**src/rtl/vec_act_fp16_ingress.sv**
```systemverilog
// ----------------------------------------------------------------------------
// vec_act_fp16_ingress
//
// Streaming ingress stage for the vec_act_fp16_* activation lanes. Each
// accepted IEEE binary16 element is classified into the lanes' 18-bit tagged
// format {tag[1:0], sign, exp[4:0], mant[9:0]}. The element travels with the
// opcode of its vector, its index and a last flag. A primary output register
// plus one skid entry absorbs downstream backpressure without a combinational
// ready path.
//
// Tags: 01 = number (normal or zero, subnormals flushed to signed zero),
//       10 = infinity, 11 = NaN.
//
// Ports:
//   clk        clock, all state on the rising edge
//   rst        synchronous active-high reset
//   in_valid   upstream element valid
//   in_ready   stage can accept an element (registered, "skid entry empty")
//   in_data    IEEE binary16 element
//   in_op      activation opcode, latched on the first element of a vector
//   out_valid  downstream element valid
//   out_ready  downstream accepts
//   out_data   tagged fp16 element
//   out_op     opcode of the vector owning this element
//   out_idx    element index within the vector, 0..VEC_LEN-1
//   out_last   high on the final element of a vector
//   stats_clr  synchronous clear of flush_cnt / nan_seen / op_err
//   flush_cnt  saturating count of subnormal inputs flushed to zero
//   nan_seen   sticky: a NaN input was accepted
//   op_err     sticky: in_op changed mid-vector
// ----------------------------------------------------------------------------
module vec_act_fp16_ingress #(
    parameter int VEC_LEN = 16,
    parameter int IDX_W   = 4
) (
    input  logic             clk,
    input  logic             rst,
    input  logic             in_valid,
    output logic             in_ready,
    input  logic [15:0]      in_data,
    input  logic [2:0]       in_op,
    output logic             out_valid,
    input  logic             out_ready,
    output logic [17:0]      out_data,
    output logic [2:0]       out_op,
    output logic [IDX_W-1:0] out_idx,
    output logic             out_last,
    input  logic             stats_clr,
    output logic [15:0]      flush_cnt,
    output logic             nan_seen,
    output logic             op_err
);

    localparam logic [1:0]       TAG_NUM  = 2'b01;
    localparam logic [1:0]       TAG_INF  = 2'b10;
    localparam logic [1:0]       TAG_NAN  = 2'b11;
    localparam logic [IDX_W-1:0] LAST_IDX = IDX_W'(VEC_LEN - 1);

    // One element as it sits in the output register or the skid entry.
    typedef struct packed {
        logic [17:0]      data;
        logic [2:0]       op;
        logic [IDX_W-1:0] idx;
        logic             last;
    } elem_t;

    elem_t            out_q, out_d;
    elem_t            skid_q, skid_d;
    elem_t            new_elem;
    logic             skid_valid, skid_valid_d;
    logic             out_valid_d;
    logic [IDX_W-1:0] idx_q;
    logic [2:0]       op_q;

    logic [4:0]       exp_f;
    logic [9:0]       mant_f;
    logic             is_sub;
    logic             is_nan;
    logic [17:0]      cls_data;
    logic             accept;
    logic             out_free;

    assign accept   = in_valid && in_ready;
    // The output register can take a new value when empty or being emitted.
    assign out_free = !out_valid || out_ready;

    // ------------------------------------------------------------------
    // Classification of the incoming element
    // ------------------------------------------------------------------
    // NOTE: every signal written here gets a default first, so no path
    // leaves it unassigned and no latch is inferred.
    always_comb begin
        exp_f    = in_data[14:10];
        mant_f   = in_data[9:0];
        is_sub   = 1'b0;
        is_nan   = 1'b0;
        cls_data = {TAG_NUM, in_data};
        if (exp_f == 5'h1f) begin
            if (mant_f == 10'd0) begin
                cls_data = {TAG_INF, in_data};
            end else begin
                cls_data = {TAG_NAN, in_data};
                is_nan   = 1'b1;
            end
        end else if (exp_f == 5'd0 && mant_f != 10'd0) begin
            // Subnormal: flush to zero but keep the sign.
            cls_data = {TAG_NUM, in_data[15], 15'd0};
            is_sub   = 1'b1;
        end
    end

    // The first element of a vector carries its own in_op; later elements
    // use the opcode latched from that first element.
    always_comb begin
        new_elem.data = cls_data;
        new_elem.op   = (idx_q == '0) ? in_op : op_q;
        new_elem.idx  = idx_q;
        new_elem.last = (idx_q == LAST_IDX);
    end

    // ------------------------------------------------------------------
    // Output register + skid entry, next-state
    // ------------------------------------------------------------------
    // An accept only happens with the skid entry empty (in_ready mirrors
    // it), so the skid entry never has to hold two things at once.
    always_comb begin
        out_d        = out_q;
        out_valid_d  = out_valid;
        skid_d       = skid_q;
        skid_valid_d = skid_valid;
        if (out_free) begin
            if (skid_valid) begin
                out_d        = skid_q;
                out_valid_d  = 1'b1;
                skid_valid_d = 1'b0;
            end else if (accept) begin
                out_d       = new_elem;
                out_valid_d = 1'b1;
            end else begin
                out_valid_d = 1'b0;
            end
        end else if (accept) begin
            skid_d       = new_elem;
            skid_valid_d = 1'b1;
        end
    end

    // NOTE: sequential state uses non-blocking assignments so every
    // register samples the pre-edge values regardless of statement order.
    // NOTE: the data registers are reset too; the block is small and all
    // outputs must read 0 out of reset.
    always_ff @(posedge clk) begin
        if (rst) begin
            out_q      <= '0;
            out_valid  <= 1'b0;
            skid_q     <= '0;
            skid_valid <= 1'b0;
            in_ready   <= 1'b0;
        end else begin
            out_q      <= out_d;
            out_valid  <= out_valid_d;
            skid_q     <= skid_d;
            skid_valid <= skid_valid_d;
            // Registered from next-state skid occupancy: no path from
            // out_ready to in_ready within a cycle.
            in_ready   <= !skid_valid_d;
        end
    end

    assign out_data = out_q.data;
    assign out_op   = out_q.op;
    assign out_idx  = out_q.idx;
    assign out_last = out_q.last;

    // ------------------------------------------------------------------
    // Element index and per-vector opcode
    // ------------------------------------------------------------------
    always_ff @(posedge clk) begin
        if (rst) begin
            idx_q <= '0;
            op_q  <= 3'd0;
        end else if (accept) begin
            if (idx_q == '0) begin
                op_q <= in_op;
            end
            idx_q <= (idx_q == LAST_IDX) ? '0 : idx_q + IDX_W'(1);
        end
    end

    // ------------------------------------------------------------------
    // Sticky statistics, counted at accept; clear wins over a same-cycle
    // update.
    // ------------------------------------------------------------------
    always_ff @(posedge clk) begin
        if (rst || stats_clr) begin
            flush_cnt <= 16'd0;
            nan_seen  <= 1'b0;
            op_err    <= 1'b0;
        end else if (accept) begin
            if (is_sub && flush_cnt != 16'hFFFF) begin
                flush_cnt <= flush_cnt + 16'd1;
            end
            if (is_nan) begin
                nan_seen <= 1'b1;
            end
            if (idx_q != '0 && in_op != op_q) begin
                op_err <= 1'b1;
            end
        end
    end

endmodule

```
**config.mk**
```make
export PLATFORM = sky130hd
export DESIGN_NAME = vec_act_fp16_ingress
export DESIGN_NICKNAME = d
export VERILOG_FILES = /design/src/rtl/vec_act_fp16_ingress.sv
export SDC_FILE = /design/constraint.sdc
export NUM_CORES = 1
export LEC_CHECK = 0
export CAP_MARGIN = 15
export CORE_UTILIZATION = 41
export CTS_CLUSTER_DIAMETER = 150
export DETAILED_ROUTE_END_ITERATION = 10
export GPL_TIMING_DRIVEN = 0
export PLACE_DENSITY = 0.78
export SLEW_MARGIN = 5
export SYNTH_ARGS = -nofsm -noshare
export SYNTH_HDL_FRONTEND = slang
export SYNTH_SLANG_ARGS = --single-unit
```
**constraint.sdc**
```tcl
create_clock -name clk -period 4.7 [get_ports clk]
set_input_delay 0.47 -clock clk [delete_from_list [all_inputs] [get_ports clk]]
set_output_delay 0.47 -clock clk [all_outputs]
set_load 0.005 [all_outputs]
```
Word-level counts from Yosys, hierarchy flattened

Cells that the tools add are included.
W data, S select, Z words.

Register bits: 80
Input bits: 24
Output and inout bits: 46
Word-level logic and storage cells: 57

Add/subtract/negate cells: 2
Equality and inequality tests: 4
Multiplexer cells: 15
Bitwise logic cells: 1
Reductions and logical operators: 19

Operator list:

| cell                    | number |
|---|---|
| $mux W26                | 2 |
| $mux W18                | 1 |
| $mux W17                | 1 |
| $add A16 B1 Y16 const B | 1 |
| $ne A16 B16 Y1 const B  | 1 |
| $mux W15                | 1 |
| $logic_not A10 Y1       | 1 |
| $reduce_and A2 Y1       | 5 |
| $reduce_bool A10 Y1     | 1 |
| $mux W1                 | 8 |
| $eq A5 B5 Y1 const B    | 1 |
| $logic_not A5 Y1        | 1 |
| $add A4 B1 Y4 const B   | 1 |
| $eq A4 B4 Y1 const B    | 1 |
| $logic_and A1 B1 Y1     | 4 |
| $logic_not A4 Y1        | 1 |
| $mux W4                 | 1 |
| $reduce_bool A4 Y1      | 1 |
| $mux W3                 | 1 |
| $ne A3 B3 Y1            | 1 |
| $logic_not A1 Y1        | 2 |
| $logic_or A1 B1 Y1      | 2 |
| $reduce_bool A2 Y1      | 1 |
| $not A1 Y1              | 1 |

Depth between registers and ports, before layout

Word-level depth: 6
Mapped depth: 7
Depth with buffers taken out: 7

Worst setup path before layout

OpenSTA, ideal clock, no wires.

Path type: in2reg
Start: input in_data[11]
End: register flush_cnt[9]
Library setup time: 0.070 ns
Arrival time: 1.988 ns
Data required time: 4.630 ns
Path slack: 2.642 ns
Stages on the path: 4
Buffers on the path: 0
Cells stage by stage: or4_4 -> or3_4 -> or4_1 -> a21oi_1

Longest elaborated chain between the ends: 6
Elaborated cells on any way between the ends: 7
Those cells by class: eq/ne: 1; mux: 2; reduce/logical: 4

RTL lines:

| what                          | RTL line | text |
|---|---|---|
| start: declaration            | 40       | `input logic [15:0] in_data,` |
| $logic_not A5 Y1              | 105      | `end else if (exp_f == 5'd0 && mant_f != 10'd0) begin` |
| $logic_and A1 B1 Y1           | 105      |  |
| $mux W1                       | 105      |  |
| $mux W1 *                     | 98       | `if (exp_f == 5'h1f) begin` |
| $logic_and A1 B1 Y1 *         | 200      | `if (is_sub && flush_cnt != 16'hFFFF) begin` |
| $reduce_and A2 Y1 (no line) * | n/a      |  |
| end signal: assignment        | 201      | `flush_cnt <= flush_cnt + 16'd1;` |
| end: declaration              | 49       | `output logic [15:0] flush_cnt,` |

Every way passes the cells marked *; elsewhere a longest branch is shown, timed or not.
A chain may end at the register's enable or synchronous reset.

Worst setup path in the final report

Start: input in_valid
End: register flush_cnt[15]

Longest elaborated chain between the ends: 2

RTL lines:

| what                        | RTL line | text |
|---|---|---|
| start: declaration          | 38       | `input logic in_valid,` |
| $logic_and A1 B1 Y1         | 83       | `assign accept = in_valid && in_ready;` |
| $reduce_and A2 Y1 (no line) | n/a      |  |

Every way passes these cells.

==> impl_metrics.toml <==
[worst_setup_path]
crit_type = "input pin to flop"
r2r_start = "in_ready$_SDFF_PP0_"
slowest_delay_ns = 0.64
ff2ff_path_depth = 5
startpoint_type = "input pin"
cp_top_family = "compound AO/OA/AOI/OAI gates"
cp.arrival_ns = 2.80
cp_slowest_cell = "a41oi_1"
r2r_end = "flush_cnt[15]$_SDFFE_PP0P_"
crit_fanout = 8
critical_path_buf_inv_count = 1
crit_chain = "clkdlybuf4s50_1, nand2_1, a41oi_1, o2111ai_1, or3_1, a21oi_1"
setup.worst_path.end_class = "flop"
required_ns = 4.98
reg2reg_slack_ns = 2.44

[die]
die-area_um2 = 8710
core_region_area_um2 = 7890
rows = 32
chipWidth_um = 93.3
start_util_pct = 43.3
ios = 70
die_h_um = 93.3

[route]
wirelength_um = 8990
vias = 3296
ant_nets = 0
first_pass_iters = 4
wire_per_inst_um = 14.8
drc = 0
drt_iter0_markers = 265
viasPerCell = 5.44

[clock_network]
insertion_delay_ns = 0.35
clkSlewWorstSetupHoldPaths_ns = 0.08
postCtsSetupBuffers = 0
cts_tree = "done"
cts_made_buffers = 9
ctsHoldBuffers = 0
cts_resized = 0
cts-root-buf = "clkbuf_8"
htreeDepth = 3
clock_path_buffers = 2
cts_num_sinks = 80

[sta]
hold_ws_ns = 0.459
fmax_ghz = 0.398
slew-limit-headroom_pct = 49.4
setup_viol = 0
slew_violations = 0
post-route-worst-setup-slack_ns = 2.19
tns_ns = 0
tightest_slew_ns = 0.750
clock_skew_ns = 0.0120
min_period_over_period_pct = 53.5
grt_setup_unrepaired = "no"
final_hold_viol_count = 0
min_period_ns = 2.51

[power_and_ir_drop]
peakVddDrop_v = 0.000166
internal_power_mw = 1.12
p_total_mw = 1.46
switchingPower_uw = 334
p_per_area_nw_per_um2 = 327
p_sw_share_pct = 22.9
seq_power_share_pct = 48.8
p_leak_nw = 1.51
p_clk_share_pct = 41.3
combPwrFrac_pct = 10.0

[logic_synthesis]
synth_top_cell_area_share_pct = 46.9
yosysUniqueCellTypes = 40
synth_top_area_cell = "dfxtp_1"
synthCells = 420
syn_avg_cell_area_um2 = 8.14
synthTopCellsByArea = "dfxtp_1, nand2_1, a21oi_1"
syn_area_um2 = 3420
ys_seq_area_share_pct = 46.9
syn-num-nets = 447
synth_seq_cells = 80
yosysWarnings = 0

[min_path]
hold_end = "skid_q[22]$_SDFFE_PP0P_"
holdPathStages = 2
hp-class = "flop to flop"
hp-start = "skid_q[22]$_SDFFE_PP0P_"

[layout]
area_delta_synth_final_pct = 30.6
fin_area_um2 = 4460
layout_common_cells = "dfxtp_1, nand2_1, clkdlybuf4s50_1, nor2_1, a21oi_1"
final_cells = 606
diodes = 0
drive_above_1_share_pct = 3.57
fin_util_pct = 56.6
final_common_cell = "dfxtp_1"
multi_input_area_um2 = 1700
nFillCells = 715
ff_latch_area_um2 = 1600
final_nets = 526

[placement]
port_buffers = 68
placement.cell_area_um2 = 4230
finalWeightedCongestion = 0.820
placed_cells = 590
hpwlAfterDp_um = 6540
pre_cts_ws_ns = 1.87

[global_route]
overflow = 0
grt_pass1_vias = 3140
grt_max_degree = 14
track_usage_pct = 22.0
grt_pass1_wl_um = 15000
antenna_found_initial = 0

[outcome]
status = "complete, no violations"

[run]
maxCapViolations = 0
==> kinds of logic after synthesis <==
logic type | share of synthesized area (%)
simple gates | 24.3
compound gates | 18.1
flops | 46.9
buf+inv | 3.29
mux | 4.10
xor+xnor | 2.31
fa+ha+maj | 1.10
==> state kept, by name, indices dropped and copies added, names as in the netlist, 3 cells and up <==
signal,flops
out_data,18
flush_cnt,16
op_q,3
out_op,3
idx_q,4
skid_q,26
out_idx,4
==> worst reg2reg max path, cell delays in order (launching register included) <==
cell and delay [ns]:
dfxtp_1 0.35, nand2_1 0.17, a41oi_1 0.64, o2111ai_1 0.44, or3_1 0.46, a21oi_1 0.14
==> power groups by stage <==
stage,logic (mW),registers (mW),clock network (mW)
2_1_floorplan,0.0662,0.727,0
3_3_place_gp,0.141,0.726,0
3_5_place_dp,0.144,0.727,0
4_1_cts,0.145,0.711,0.608
5_1_grt,0.160,0.714,0.645
6_report,0.145,0.711,0.602
==> layer usage <==
layer  share of wire (%)  routed length [um]  global-route usage, %
met1                  45                4030                   28.4
met2                  46                4180                   34.9
met3                 5.8                 526                   4.15
met4                 2.9                 259                   11.2
met5                   0                   0                      0
==> synth_stat cells <==
| cell type | n |
|---|---|
| dfxtp_1 | 80 |
| nand2_1 | 69 |
| nor2_1 | 53 |
| a21oi_1 | 44 |
| clkbuf_1 | 24 |
| nand3_1 | 19 |
| a211oi_1 | 18 |
| nor3_1 | 17 |
| mux2i_1 | 14 |
| or3_1 | 9 |
| o21ai_1 | 8 |
| o211a_1 | 7 |
| o21ai_0 | 7 |
| inv_1 | 5 |
| xnor2_1 | 5 |
| a221oi_1 | 4 |
| nand4_1 | 4 |
| xor2_1 | 4 |
| ha_1 | 3 |
| o2111ai_1 | 3 |
| nand2b_1 | 2 |
| o211ai_1 | 2 |
| or4_1 | 2 |
| a311oi_1 | 1 |
| a31oi_1 | 1 |
| a41o_1 | 1 |
| a41oi_1 | 1 |
| and2_1 | 1 |
| and3_1 | 1 |
| and4_1 | 1 |
| buf_1 | 1 |
| nor2_2 | 1 |
| nor2b_1 | 1 |
| nor3b_1 | 1 |
| nor4_1 | 1 |
| o31ai_1 | 1 |
| or2_0 | 1 |
| or2_2 | 1 |
| or3_4 | 1 |
| or4_4 | 1 |
==> how the worst max path moves through the flow <==
stage / from / endpoint / slack, ns / depth (start not counted)
final: in_valid / flush_cnt[15]$_SDFFE_PP0P_ / 2.19 / 6
after global routing: in_valid / flush_cnt[15]$_SDFFE_PP0P_ / 1.99 / 6
after global placement: in_valid / flush_cnt[15]$_SDFFE_PP0P_ / 1.95 / 6
after detailed placement: in_valid / flush_cnt[15]$_SDFFE_PP0P_ / 1.87 / 6
after floorplan: in_data[11] / flush_cnt[9]$_SDFFE_PP0P_ / 2.64 / 4
after CTS: in_valid / flush_cnt[15]$_SDFFE_PP0P_ / 2.24 / 6
==> cell type report <==
| type | count | share of cell area (%) |
|---|---|---|
| timing repair buffer | 68 | 15.3 |
| clock inverter | 5 | 2.35 |
| clock buffer | 11 | 2.94 |
| inverter | 5 | 0.421 |
| multi-input combinational | 310 | 38.2 |
| buffer | 25 | 2.10 |
| sequential | 80 | 35.9 |
| tap | 102 | 2.86 |
Power figures use the tool's default switching activity.
==> patch: new RTL, config.mk and constraints unchanged <==
Reset style: asynchronous (`rst`), changed in 2 clocked blocks. Comments in the files are not updated.
--- a/src/rtl/vec_act_fp16_ingress.sv
+++ b/src/rtl/vec_act_fp16_ingress.sv
@@ -149,7 +149,7 @@
     // register samples the pre-edge values regardless of statement order.
     // NOTE: the data registers are reset too; the block is small and all
     // outputs must read 0 out of reset.
-    always_ff @(posedge clk) begin
+    always_ff @(posedge clk or posedge rst) begin
         if (rst) begin
             out_q      <= '0;
             out_valid  <= 1'b0;
@@ -175,7 +175,7 @@
     // ------------------------------------------------------------------
     // Element index and per-vector opcode
     // ------------------------------------------------------------------
-    always_ff @(posedge clk) begin
+    always_ff @(posedge clk or posedge rst) begin
         if (rst) begin
             idx_q <= '0;
             op_q  <= 3'd0;
Formal check against the unedited RTL: differs if rst is asserted again (counterexample within 4 cycles, from zero or initial values and one cycle with rst high); with rst held inactive, the same outputs for 4 cycles.
==> patch against the unedited design <==
- sequential cell count unchanged
- worst hold slack improved by 0.023 ns
- synthesized area is 4.0% higher
- largest cell class is now registers
- design area up 3.5%
- utilization down 0.94 points
- setup slack got worse by 0.28 ns
- via count down 7.6%
- wire length shrank 7.0%
Power is not compared: it rests on default switching activity, and its combinational part moved more than twofold at a synthesized area within 25%.
==> patch: results (changes against the unedited design) <==
outcome=finished, final reports clean (unchanged); largest net degree at the start of global routing=34 (was 14); Final Skew=0.00822 ns (was 0.0120 ns); crit-path max FO=10 (was 8); sequential fraction of the synthesis area=0.538 (was 0.469); first-pass GRT wire length=13,400 um (was 15,000 um); pre-CTS setup slack=1.62 ns (was 1.87 ns); GR Util met2=0.308 (was 0.349); Distinct cells, synth=38 (was 40); DP HPWL=6140 um (was 6540 um); top post-synthesis cells by count=nand2_1, dfrtp_1, o21ai_0 (was dfxtp_1, nand2_1, nor2_1); Area contributors post-synth=dfrtp_1, dfxtp_1, o21ai_0 (was dfxtp_1, nand2_1, a21oi_1); Mapped Nets=403 (was 447); final wirelength=8370 um (was 8990 um); max FFs per register=26 (unchanged); post-route insts no fill=567 (was 606); DP Area=0.00440 sq mm (was 0.00423 sq mm); routed wl met2=3890 um (was 4180 um); Slew HR=0.340 (was 0.494); CP Data Arrival Time=3.05 ns (was 2.80 ns); ys flop type=dfrtp_1 (was dfxtp_1); Starting DRT DRC Count=110 (was 265); async set-reset flop share out of synthesis=0.775 (was 0); total track usage=0.194 (was 0.220); met3 WL=363 um (was 526 um); Avg Cell Area, Syn=9.46 sq um (was 8.14 sq um); vias in the first global route=2,844 (was 3,140); Post-Place Cells=551 (was 590); I/O Buffers=69 (was 68); total number of vias=3,046 (was 3,296); grt met1 use=0.257 (was 0.284)
==> patch: path summary, 6_finish.rpt <==
check	startpoint	to	slack (ns)	depth (start not counted)
setup / recovery	in_data[10]	flush_cnt[2]$_SDFFE_PP0P_	1.90	7
hold / removal	out_idx[3]$_DFFE_PP0P_	out_idx[3]$_DFFE_PP0P_	0.48	2
setup reg to reg	flush_cnt[0]$_SDFFE_PP0P_	flush_cnt[14]$_SDFFE_PP0P_	2.20	7
hold reg to reg	out_idx[3]$_DFFE_PP0P_	out_idx[3]$_DFFE_PP0P_	0.48	2
max in group asynchronous	rst	skid_q[2]$_DFFE_PP0P_	3.50	3
min in group asynchronous	rst	skid_q[16]$_DFFE_PP0P_	0.60	2
==> patch: cell type report <==
type / count / area [sq um]
Timing Repair Buffer: 70 / 711
Tap cell: 105 / 131
Clock buffer: 10 / 138
Fill cell: 729 / 3680
Inverter: 5 / 18.8
Multi-Input combinational cell: 273 / 1550
Clock inverter: 6 / 82.6
Sequential cell: 80 / 1910
Buffer: 18 / 72.6
==> patch: power breakdown <==
group	switching [mW]	internal, mW
clock	0.247	0.311
sequential	0.106	0.851
combinational	0.220	0.268
==> patch: worst max-delay path: stages <==
cell and delay [ns]:
clkdlybuf4s50_1 0.46, nor3_1 0.40, nand2_1 0.18, clkbuf_1 0.28
nor4_1 0.86, a21oi_1 0.15, a31o_2 0.24
==> patch: cells by family (layout without fill, tap and decap cells) <==
logic type,after synthesis,after routing,synth area share
DFF,80,80,0.538
adders and majority gates,3,3,0.0106
buffers and inverters,23,109,0.0257
and+or+nand+nor,145,145,0.194
xor gates and xnor gates,6,6,0.0148
muxes,23,23,0.0679
AOI/OAI and AO/OA,96,96,0.150
